File: config.mk
export PLATFORM = sky130hd
export DESIGN_NAME = relay_pulse_controller
export DESIGN_NICKNAME = d
export VERILOG_FILES = /design/src/rtl/relay_pulse_controller_pkg.sv /design/src/rtl/relay_pulse_controller.sv
export SDC_FILE = /design/constraint.sdc
export NUM_CORES = 1
export LEC_CHECK = 0
export ABC_AREA = 1
export CORE_UTILIZATION = 50
export CTS_CLUSTER_SIZE = 25
export DETAILED_ROUTE_END_ITERATION = 16
export PLACE_DENSITY_LB_ADDON = 0.3
export SYNTH_ARGS = -nofsm -noshare
export SYNTH_HDL_FRONTEND = slang
export SYNTH_SLANG_ARGS = --single-unit
File: constraint.sdc
create_clock -name clk -period 1.97 [get_ports clk]
set_clock_uncertainty 0.05 [all_clocks]
set_input_delay 0.591 -clock clk [delete_from_list [all_inputs] [get_ports clk]]
set_output_delay 0.591 -clock clk [all_outputs]
set_load 0.02 [all_outputs]
File: src/rtl/relay_pulse_controller_pkg.sv
// Shared relay-driver types: channel count and sequencer states.
// Also imported by the management register interface.
package relay_pulse_controller_pkg;

  localparam int RELAY_COUNT = 4;

  typedef enum logic [2:0] {
    ST_IDLE,
    ST_DEAD,
    ST_PULSE,
    ST_SETTLE,
    ST_DONE
  } relay_state_t;

  function automatic int max3(int a, int b, int c);
    int m;
    m = a;
    if (b > m) m = b;
    if (c > m) m = c;
    return m;
  endfunction

endpackage

File: src/rtl/relay_pulse_controller.sv
// Latching-relay coil sequencer: dead time, one coil pulse, settle time.
// Every output is registered; only one coil can be on at a time.
module relay_pulse_controller
  import relay_pulse_controller_pkg::*;
#(
  parameter int NUM_RELAYS    = RELAY_COUNT,
  parameter int DEAD_CYCLES   = 1875,
  parameter int PULSE_CYCLES  = 1875000,
  parameter int SETTLE_CYCLES = 937500,
  localparam int CH_W = (NUM_RELAYS > 1) ? $clog2(NUM_RELAYS) : 1
) (
  input  logic                  clk,
  input  logic                  rst,
  input  logic                  relay_en,
  input  logic                  relay_dir,
  input  logic [CH_W-1:0]       relay_channel,
  output logic                  relay_done,
  output logic                  relay_busy,
  output logic                  cmd_dropped,
  output logic [NUM_RELAYS-1:0] coil_set,
  output logic [NUM_RELAYS-1:0] coil_reset
);

  localparam int CNT_MAX =
    max3(DEAD_CYCLES, PULSE_CYCLES, SETTLE_CYCLES);
  localparam int CNT_W =
    (CNT_MAX > 1) ? $clog2(CNT_MAX) : 1;

  localparam logic [CNT_W-1:0] DEAD_LD =
    CNT_W'(DEAD_CYCLES - 1);
  localparam logic [CNT_W-1:0] PULSE_LD =
    CNT_W'(PULSE_CYCLES - 1);
  localparam logic [CNT_W-1:0] SETTLE_LD =
    CNT_W'(SETTLE_CYCLES - 1);

  relay_state_t          state_q, state_d;
  logic [CNT_W-1:0]      cnt_q, cnt_d;
  logic                  dir_q, dir_d;
  logic [CH_W-1:0]       ch_q, ch_d;
  logic                  busy_q, busy_d;
  logic                  done_q, done_d;
  logic                  drop_q, drop_d;
  logic [NUM_RELAYS-1:0] set_q, set_d;
  logic [NUM_RELAYS-1:0] rst_q, rst_d;
  logic [NUM_RELAYS-1:0] sel;
  logic                  cnt_zero;

  assign cnt_zero = (cnt_q == '0);

  always_comb begin
    state_d = state_q;
    cnt_d   = cnt_q;
    dir_d   = dir_q;
    ch_d    = ch_q;
    drop_d  = 1'b0;
    unique case (state_q)
      ST_IDLE, ST_DONE: begin
        state_d = ST_IDLE;
        if (relay_en) begin
          dir_d   = relay_dir;
          ch_d    = relay_channel;
          cnt_d   = DEAD_LD;
          state_d = ST_DEAD;
        end
      end
      ST_DEAD: begin
        drop_d = relay_en;
        cnt_d  = cnt_q - CNT_W'(1);
        if (cnt_zero) begin
          cnt_d   = PULSE_LD;
          state_d = ST_PULSE;
        end
      end
      ST_PULSE: begin
        drop_d = relay_en;
        cnt_d  = cnt_q - CNT_W'(1);
        if (cnt_zero) begin
          cnt_d   = SETTLE_LD;
          state_d = ST_SETTLE;
        end
      end
      ST_SETTLE: begin
        drop_d = relay_en;
        cnt_d  = cnt_q - CNT_W'(1);
        if (cnt_zero) begin
          cnt_d   = '0;
          state_d = ST_DONE;
        end
      end
      default: begin
        cnt_d   = '0;
        state_d = ST_IDLE;
      end
    endcase

    // Out-of-range channels match no bit, so no coil fires.
    sel = '0;
    for (int i = 0; i < NUM_RELAYS; i++) begin
      if (state_d == ST_PULSE && int'(ch_d) == i)
        sel[i] = 1'b1;
    end

    set_d  = dir_d ? sel : '0;
    rst_d  = dir_d ? '0 : sel;
    done_d = (state_d == ST_DONE);
    busy_d = (state_d == ST_DEAD) ||
             (state_d == ST_PULSE) ||
             (state_d == ST_SETTLE);
  end

  always_ff @(posedge clk) begin
    if (rst) begin
      state_q <= ST_IDLE;
      cnt_q   <= '0;
      dir_q   <= 1'b0;
      ch_q    <= '0;
      busy_q  <= 1'b0;
      done_q  <= 1'b0;
      drop_q  <= 1'b0;
      set_q   <= '0;
      rst_q   <= '0;
    end else begin
      state_q <= state_d;
      cnt_q   <= cnt_d;
      dir_q   <= dir_d;
      ch_q    <= ch_d;
      busy_q  <= busy_d;
      done_q  <= done_d;
      drop_q  <= drop_d;
      set_q   <= set_d;
      rst_q   <= rst_d;
    end
  end

  assign relay_done  = done_q;
  assign relay_busy  = busy_q;
  assign cmd_dropped = drop_q;
  assign coil_set    = set_q;
  assign coil_reset  = rst_q;

endmodule

==> run metrics, run 1 <==
run status complete, no violations; Global Route Usage Sum 0.231; top cell type by total area after synthesis dfxtp_1; root cell of the clock tree clkbuf_8; mean cell area of the mapped netlist 6.57 sq um; fraction of the yosys area taken by sequential cells 0.381; kind of start point of the critical path register; CP max stage delay 600 ps; row count 22; number of hold violations in the final report 0; Post CTS Setup Buffer Count 0; aggregate routed wire length 4.50 mm; synthesized flop and latch total 38; number of pins with negative max-slew slack in the final report 0; cell internal power dissipation 0.00160 W; number of global-route vias before repair 1758; setup total negative slack 0 ps; top achievable clock speed 540 MHz; crit end category output pin; Gate power share 0.451; Max Buffers Root-to-Sink 2; met3 wirelength from detailed routing 212 um; fraction of layout cells with a size suffix above 1 0.111; ordered cell list for the critical path clkdlybuf4s50_1; Final period util 0.939; first-pass GRT wire length 7.56 mm; min-delay worst type register to register; number of primary I/O pins 17; via count 1944; reg2reg setup slack 190 ps; Area Growth Syn to Fin 19.2%; half-perimeter wire length of the detailed placement result 3.38 mm; CP delay by family, top buffers and inverters; net switching component of the power 0.00117 W; standby leakage power 1.08 nW; Slew @ Worst Pin 363 ps; Placement Cell Area 2290 sq um; Filler cells 361; total placed cells including tap cells 373; Core Footprint 3740 sq um; Die ar. 4250 sq um; # resized after CTS 0; metal1 wirelength 2.02 mm; final-report setup violation count 0; H-tree depth 2; critical path start-end classification register to output pin; number of antenna violations at the first check in global routing 0; wire length per cell after detailed routing 11.8 um; Tmin final 1850 ps; Die Y 65.2 um; cell area after layout 2380 sq um; Synth async-reset ratio 0; relative contribution of the clock network to total power 0.201; proportion of total power due to net switching 0.422; final cell count without fillers 381; TritonCTS clock tree done; Total Nets Final 340; total clock buffers created by CTS 5; x dimension of the die 65.2 um; number of synthesized flops with an enable pin 0; Crit path required time 1330 ps; gr ovfl total 0; worst vdd rail ir drop 0.000624 V; sink count of the clock tree 38; DRC viols 0; highest signal layer in the routed design met4; largest net degree at the start of global routing 14; top-area cell type share of the netlist area 0.381; clock network latency to the later pin of the worst-skew pair 290 ps; Primary FF master, synth dfxtp_1; synthesized netlist cell count 304; MaxCap Viol Count 0; DR WL met2 2.21 mm; initial standard-cell utilization of the core 0.534; DRT Pass-1 Iters 4; Synthesis Warnings 0; clock transition at the registers of the reported paths 70 ps; number of I/O port buffers 16; starting DRC count in detailed routing 165; Worst slew margin 0.758; antenna diode count 0; top post-synthesis cells by area dfxtp_1 38%, nand2_1 15%, nor2_1 10%; arrival time reported for the critical path endpoint 1210 ps; number of antenna-violating nets in the routed design 0; vias per inst 5.10; P per Cell Area 1170 nW/um^2; post-synthesis cell area 2000 sq um; distinct cell type count of the synthesized netlist 27; Syn Nets 312; library cell contributing the largest single delay on the critical path clkdlybuf4s50_1; part of the total power dissipated in sequential elements 0.347; gpl congestion 0.879; CP Max Fanout 1; number of buffer and inverter instances along the worst setup path 1; CTS Hold Bufs 0; unrepaired setup endpoints after global routing no
-- registers in the layout (all words and copies together) (netlist names) --
register	count
cmd_dropped	1
ch_q	2
coil_set	4
state_q	3
relay_done	1
relay_busy	1
cnt_q	21
coil_reset	4
dir_q	1
-- layout make-up --
class | instances | area [sq um] | area share
Sequential cell | 38 | 761 | 0.319
Timing Repair Buffer | 27 | 255 | 0.107
Tap cell | 48 | 60.1 | 0.0252
Inverter | 31 | 116 | 0.0488
Clock buffer | 6 | 82.6 | 0.0347
Clock inverter | 2 | 12.5 | 0.00525
Multi-Input combinational cell | 229 | 1090 | 0.460
-- synth_stat cells, types with 3 or more instances --
cell and count:
nand3_1 22, xor2_1 4, nand2_2 3, nor2_1 55
inv_1 31, clkbuf_1 3, nor2_4 4, a21oi_1 24
dfxtp_1 38, nand2_1 78, o21ai_0 16, nor2_2 5
-- kinds of logic (layout without fill, tap and decap cells) --
family,count (synthesis),count (layout),synth area share
muxes,1,1,0.00501
AOI/OAI and AO/OA,42,42,0.108
and+or+nand+nor,178,178,0.396
adders and majority gates,2,2,0.0125
DFF,38,38,0.381
buffers and inverters,37,66,0.0714
xor gates and xnor gates,6,6,0.0263
-- path summary, 6_finish.rpt --
path | to | cells past startpoint | from
worst max-delay path | coil_set[1] | 1 | coil_set[1]
worst min-delay path | cnt_q[0] | 2 | cnt_q[0]
worst min register to register | cnt_q[0] | 2 | cnt_q[0]
worst max register to register | cnt_q[11] | 9 | cnt_q[0]
-- layer usage --
layer	vias up	global-route usage
met5	-	0
met2	45	0.411
li1	1017	-
met4	0	0.0571
met1	876	0.283
met3	6	0.0469
-- layout by cell type, fill, tap and decap left out, drive strengths merged --
cell,instances
a21oi,24
nand4,2
nor3,2
o21bai,1
clkdlybuf4s50,16
nand2,82
buf,11
nand3b,2
clkbuf,6
inv,31
nand3,24
clkinvlp,1
dfxtp,38
o21ai,17
clkinv,1
nor2,64
xnor2,2
ha,2
mux2i,1
or2,2
xor2,4
-- tightest hold or removal path: stages, from the launching register on --
cell and delay, ps:
dfxtp_1 320, nand2_1 60, a21oi_1 60
-- power by group through the flow --
stage / Sequential, W / Clock (W) / Combinational (W)
floorplan: 0.000967 / 0 / 0.000935
global placement: 0.000980 / 0 / 0.00122
finish: 0.000964 / 0.000559 / 0.00125
detailed placement: 0.000980 / 0 / 0.00124
CTS: 0.000962 / 0.000564 / 0.00125
global route: 0.000978 / 0.000599 / 0.00141
-- metrics by stage --
stage / total power (W) / setup slack (ps) / utilization / hold slack (ps)
3_3_place_gp: 0.00220 / 28.5 / 0.611 / 420
2_1_floorplan: 0.00190 / 368 / - / 408
4_1_cts: 0.00277 / 105 / 0.636 / 442
5_1_grt: 0.00299 / 21.1 / 0.636 / 464
6_report: 0.00278 / 119 / 0.636 / 440
3_5_place_dp: 0.00222 / 2.56 / 0.611 / 432
No activity file was read; power rests on OpenSTA's default activity.
==> inputs of run 2 (changes only) <==
==> constraint.sdc (replaced) <==
create_clock -name clk -period 1.65 [get_ports clk]
set_clock_uncertainty 0.05 [all_clocks]
set_input_delay 0.495 -clock clk [delete_from_list [all_inputs] [get_ports clk]]
set_output_delay 0.495 -clock clk [all_outputs]
set_load 0.02 [all_outputs]
==> run metrics, run 2 (synthesized netlist as in run 1, its figures left out) <==
Die ar. 4250 sq um; commonest non-fill, non-tap cells in the layout 71 x nand2_1, 41 x buf_4, 40 x nor2_1; starting DRC count in detailed routing 100; number of hold violations in the final report 0; H-tree depth 2; M3 GR Usage 0.0486; cell internal power dissipation 0.00233 W; gpl congestion 0.860; Die Y 65.2 um; Area Growth Syn to Fin 38.6%; Max Buffers Root-to-Sink 2; fraction of met1 tracks used by global routing 0.284; net switching component of the power 0.00165 W; wire length per cell after detailed routing 13.6 um; CP Max Fanout 6; fraction of layout cells with a size suffix above 1 0.293; number of global-route vias before repair 2010; leading cell type in the layout, fill and taps excluded nand2_1; initial standard-cell utilization of the core 0.534; worst vdd rail ir drop 0.000658 V; top achievable clock speed 617 MHz; run status complete, no violations; half-perimeter wire length of the detailed placement result 3.70 mm; Final period util 0.982; Slew @ Worst Pin 234 ps; DRC viols 0; GRT busiest layer met2; aggregate routed wire length 5.61 mm; number of primary I/O pins 17; Core Footprint 3740 sq um; number of pins with negative max-slew slack in the final report 0; largest register by flop count cnt_q; TritonCTS clock tree done; Total Nets Final 372; crit end category register; proportion of total power due to net switching 0.414; reg2reg setup slack 30 ps; via count 2167; post-layout util 0.740; clock network latency to the later pin of the worst-skew pair 300 ps; standby leakage power 1.32 nW; kind of start point of the critical path register; Filler cells 284; Gate power share 0.510; vias per inst 5.25; P per Cell Area 1440 nW/um^2; CTS Hold Bufs 0; sink count of the clock tree 38; setup total negative slack 0 ps; met2 Usage GRT 0.478; clock transition at the registers of the reported paths 80 ps; part of the total power dissipated in sequential elements 0.288; row count 22; Global Route Usage Sum 0.260; final-report setup violation count 0; total clock buffers created by CTS 5; relative contribution of the clock network to total power 0.202; critical path start-end classification register to register; unrepaired setup endpoints after global routing yes; max FFs per register 21; DRT Pass-1 Iters 4; MaxCap Viol Count 0; Worst slew margin 0.840; number of I/O port buffers 16; Crit path required time 1830 ps; antenna diode count 0; gr ovfl total 0; x dimension of the die 65.2 um; number of antenna-violating nets in the routed design 0; first-pass GRT wire length 8.37 mm; arrival time reported for the critical path endpoint 1800 ps; Tmin final 1620 ps; largest net degree at the start of global routing 15; number of antenna violations at the first check in global routing 0; root cell of the clock tree clkbuf_8; min-delay worst type register to register
run 2: changes by cell type in the layout (fill, tap and decap cells not counted), sizes merged:
| cell | change |
|---|---|
| buf | +32 |
| clkdlybuf4s50 | -12 |
| dlygate4sd2 | +11 |
| bufinv | +1 |
| clkbuf | -1 |
| clkinv | -1 |
| clkinvlp | +1 |
| dlymetal6s2s | +1 |
run 2: routing by layer:
| layer | wire length (um) | up-vias |
|---|---|---|
| li1 | - | 1081 |
| met1 | 2340 | 1027 |
| met2 | 2950 | 43 |
| met3 | 172 | 16 |
| met4 | 146 | 0 |
| met5 | 0 | - |
run 2: stage by stage:
step | instance area, sq um | worst slack, ps | power (W) | hold slack, ps | cells
3_5_place_dp | 2470 | -217 | 0.00285 | 433 | 397
2_1_floorplan | 2000 | 144 | 0.00227 | 408 | 304
4_1_cts | 2570 | 7.19 | 0.00366 | 448 | 405
5_1_grt | 2770 | -82.6 | 0.00424 | 477 | 413
6_report | 2770 | 29.3 | 0.00398 | 451 | 413
3_3_place_gp | 2470 | -189 | 0.00281 | 432 | 397
run 2: worst paths after layout:
path | from | endpoint | cells past startpoint
hold reg to reg | cnt_q[18] | cnt_q[18] | 2
setup / recovery | cnt_q[5] | relay_done | 9
setup reg to reg | cnt_q[5] | relay_done | 9
hold / removal | cnt_q[18] | cnt_q[18] | 2
run 2: cell type report:
class | count | area [sq um] | area share
well taps | 48 | 60.1 | 0.0217
flip-flops and latches | 38 | 771 | 0.278
clock buffers | 5 | 68.8 | 0.0249
clock inverters | 3 | 45.0 | 0.0163
multi-input cells | 229 | 1220 | 0.441
inverters | 31 | 116 | 0.0420
repair buffers | 59 | 488 | 0.176
run 2: critical path: stages (launching register included):
cell and delay, ps:
dfxtp_1 360, nor2_2 150, nand2_2 110, nor2_2 130, nand3_2 110, o21ai_2 180, buf_4 140, nand2_4 80
buf_6 120, nor3_2 130
run 2: what timing repair did:
action / in CTS / in global routing
endpoints found under the setup margin: 18 / 30
endpoints found under the hold margin: 0 / 0
setup buffers: 0 / 8
gates cloned: 0 / 0
pin swaps: 0 / 13
resized for setup: 12 / 49
run 2: power by group through the flow:
stage | logic [W] | clock network, W | registers [W]
6_report | 0.00203 | 0.000805 | 0.00114
5_1_grt | 0.00224 | 0.000845 | 0.00116
4_1_cts | 0.00174 | 0.000815 | 0.00111
3_5_place_dp | 0.00172 | 0 | 0.00113
3_3_place_gp | 0.00168 | 0 | 0.00113
2_1_floorplan | 0.00112 | 0 | 0.00115
==> inputs of run 3 (changes only) <==
--- a/config.mk
+++ b/config.mk
@@ -6,9 +6,11 @@
 export NUM_CORES = 1
 export LEC_CHECK = 0
 export ABC_AREA = 1
+export CORE_MARGIN = 2
 export CORE_UTILIZATION = 50
 export CTS_CLUSTER_SIZE = 25
 export DETAILED_ROUTE_END_ITERATION = 16
+export GPL_TIMING_DRIVEN = 1
 export PLACE_DENSITY_LB_ADDON = 0.3
 export SYNTH_ARGS = -nofsm -noshare
 export SYNTH_HDL_FRONTEND = slang
==> run metrics, run 3 (synthesized netlist as in run 1, its figures left out) <==
largest net degree at the start of global routing 16; kind of start point of the critical path register; initial standard-cell utilization of the core 0.534; number of I/O port buffers 16; P per Cell Area 1450 nW/um^2; Max Buffers Root-to-Sink 2; clock transition at the registers of the reported paths 80 ps; antenna diode count 0; gpl congestion 0.907; setup total negative slack 0 ps; largest register by flop count cnt_q; Total Nets Final 372; Tmin final 1640 ps; root cell of the clock tree clkbuf_8; path length in cells of the critical path 10; number of global-route vias before repair 2000; wire length per cell after detailed routing 13.6 um; Post-Place Setup Slack -248 ps; Crit path required time 1840 ps; number of antenna-violating nets in the routed design 0; CP Max Fanout 6; DRC viols 0; gr ovfl total 0; ordered cell list for the critical path nor2_4 -> nand2_2 -> nor2_4 -> nand3_4 -> buf_6 -> nand2_2 -> nand3_2 -> nand2_4 -> nand3_1 -> nor2_1; total clock buffers created by CTS 5; post-layout util 0.750; Cells on Worst Hold Path 2; library cell contributing the largest single delay on the critical path dfxtp_2; highest signal layer in the routed design met4; standby leakage power 1.33 nW; MaxCap Viol Count 0; Core Footprint 3740 sq um; starting DRC count in detailed routing 113; critical path start-end classification register to register; vias per inst 5.24; number of hold violations in the final report 0; crit end category register; Area Growth Syn to Fin 40.5%; aggregate routed wire length 5.64 mm; total placed cells including tap cells 398; max FFs per register 21; met3 wirelength from detailed routing 240 um; leading cell type in the layout, fill and taps excluded nand2_1; arrival time reported for the critical path endpoint 1820 ps; Global Route Usage Sum 0.252; Final period util 0.993; via count 2164; H-tree depth 2; DRT Pass-1 Iters 4; clock network latency to the later pin of the worst-skew pair 300 ps; row count 22; metal1 wirelength 2.43 mm; Die Y 67.2 um; number of buffer and inverter instances along the worst setup path 1; TritonCTS clock tree done; top achievable clock speed 611 MHz; CP max stage delay 360 ps; sink count of the clock tree 38; unrepaired setup endpoints after global routing yes; min-delay worst type register to register; half-perimeter wire length of the detailed placement result 3.76 mm; Slew @ Worst Pin 268 ps; CTS Hold Bufs 0; run status complete, no violations; fraction of layout cells with a size suffix above 1 0.307; R2R cell count 10; worst vdd rail ir drop 0.000661 V; final hold slack 465 ps; number of pins with negative max-slew slack in the final report 0; post-route worst setup slack 12.1 ps; final cell count without fillers 413; first-pass GRT wire length 8.36 mm; commonest non-fill, non-tap cells in the layout 70 x nand2_1, 41 x buf_4, 38 x nor2_1; Worst slew margin 0.821; CP delay by family, top simple AND/OR/NAND/NOR gates; DR WL met2 2.81 mm; final-report setup violation count 0; Die ar. 4520 sq um; number of primary I/O pins 17; number of antenna violations at the first check in global routing 0; Filler cells 276; x dimension of the die 67.2 um
run 3: path summary, 6_finish.rpt:
kind	startpoint	endpoint	slack, ps
min	cnt_q[2]	cnt_q[2]	470
min reg2reg	cnt_q[2]	cnt_q[2]	470
max reg2reg	cnt_q[9]	coil_set[0]	10
max	cnt_q[9]	coil_set[0]	10
run 3: worst register-to-register path: cells and delay by family (launching register included):
family,cells,cell delay [ps]
buffers and inverters,1,140
DFF,1,360
and+or+nand+nor,9,1040
run 3: per-stage QoR:
step	instance area [sq um]	power [W]
after floorplan	2000	0.00227
after global placement	2470	0.00281
after detailed placement	2470	0.00285
after CTS	2610	0.00369
after global routing	2810	0.00431
final	2810	0.00407
run 3: repair_timing:
item / 4_1_cts / 5_1_grt
setup buffers: 2 / 5
pin swaps: 2 / 16
gates resized for setup: 18 / 52
endpoints found under the setup margin: 27 / 30
gates cloned: 0 / 0
run 3: report_power, final:
part           leakage [nW]  internal (W)  switching (W)
Sequential            0.312       0.00104       0.000108
Combinational         0.963      0.000873        0.00124
Clock                0.0504      0.000450       0.000359
Total                  1.33       0.00236        0.00171
run 3: metal layers:
layer,global-route usage,vias to the layer above
li1,-,1079
met1,0.280,1015
met2,0.433,56
met3,0.0667,14
met4,0.145,0
met5,0,-
run 3: area by class of cell:
cell class	count	area (sq um)	share of cell area
Inverter	31	116	0.0415
Sequential cell	38	768	0.274
Tap cell	48	60.1	0.0214
Multi-Input combinational cell	229	1260	0.449
Clock inverter	3	45.0	0.0160
Timing Repair Buffer	59	488	0.174
Clock buffer	5	68.8	0.0245
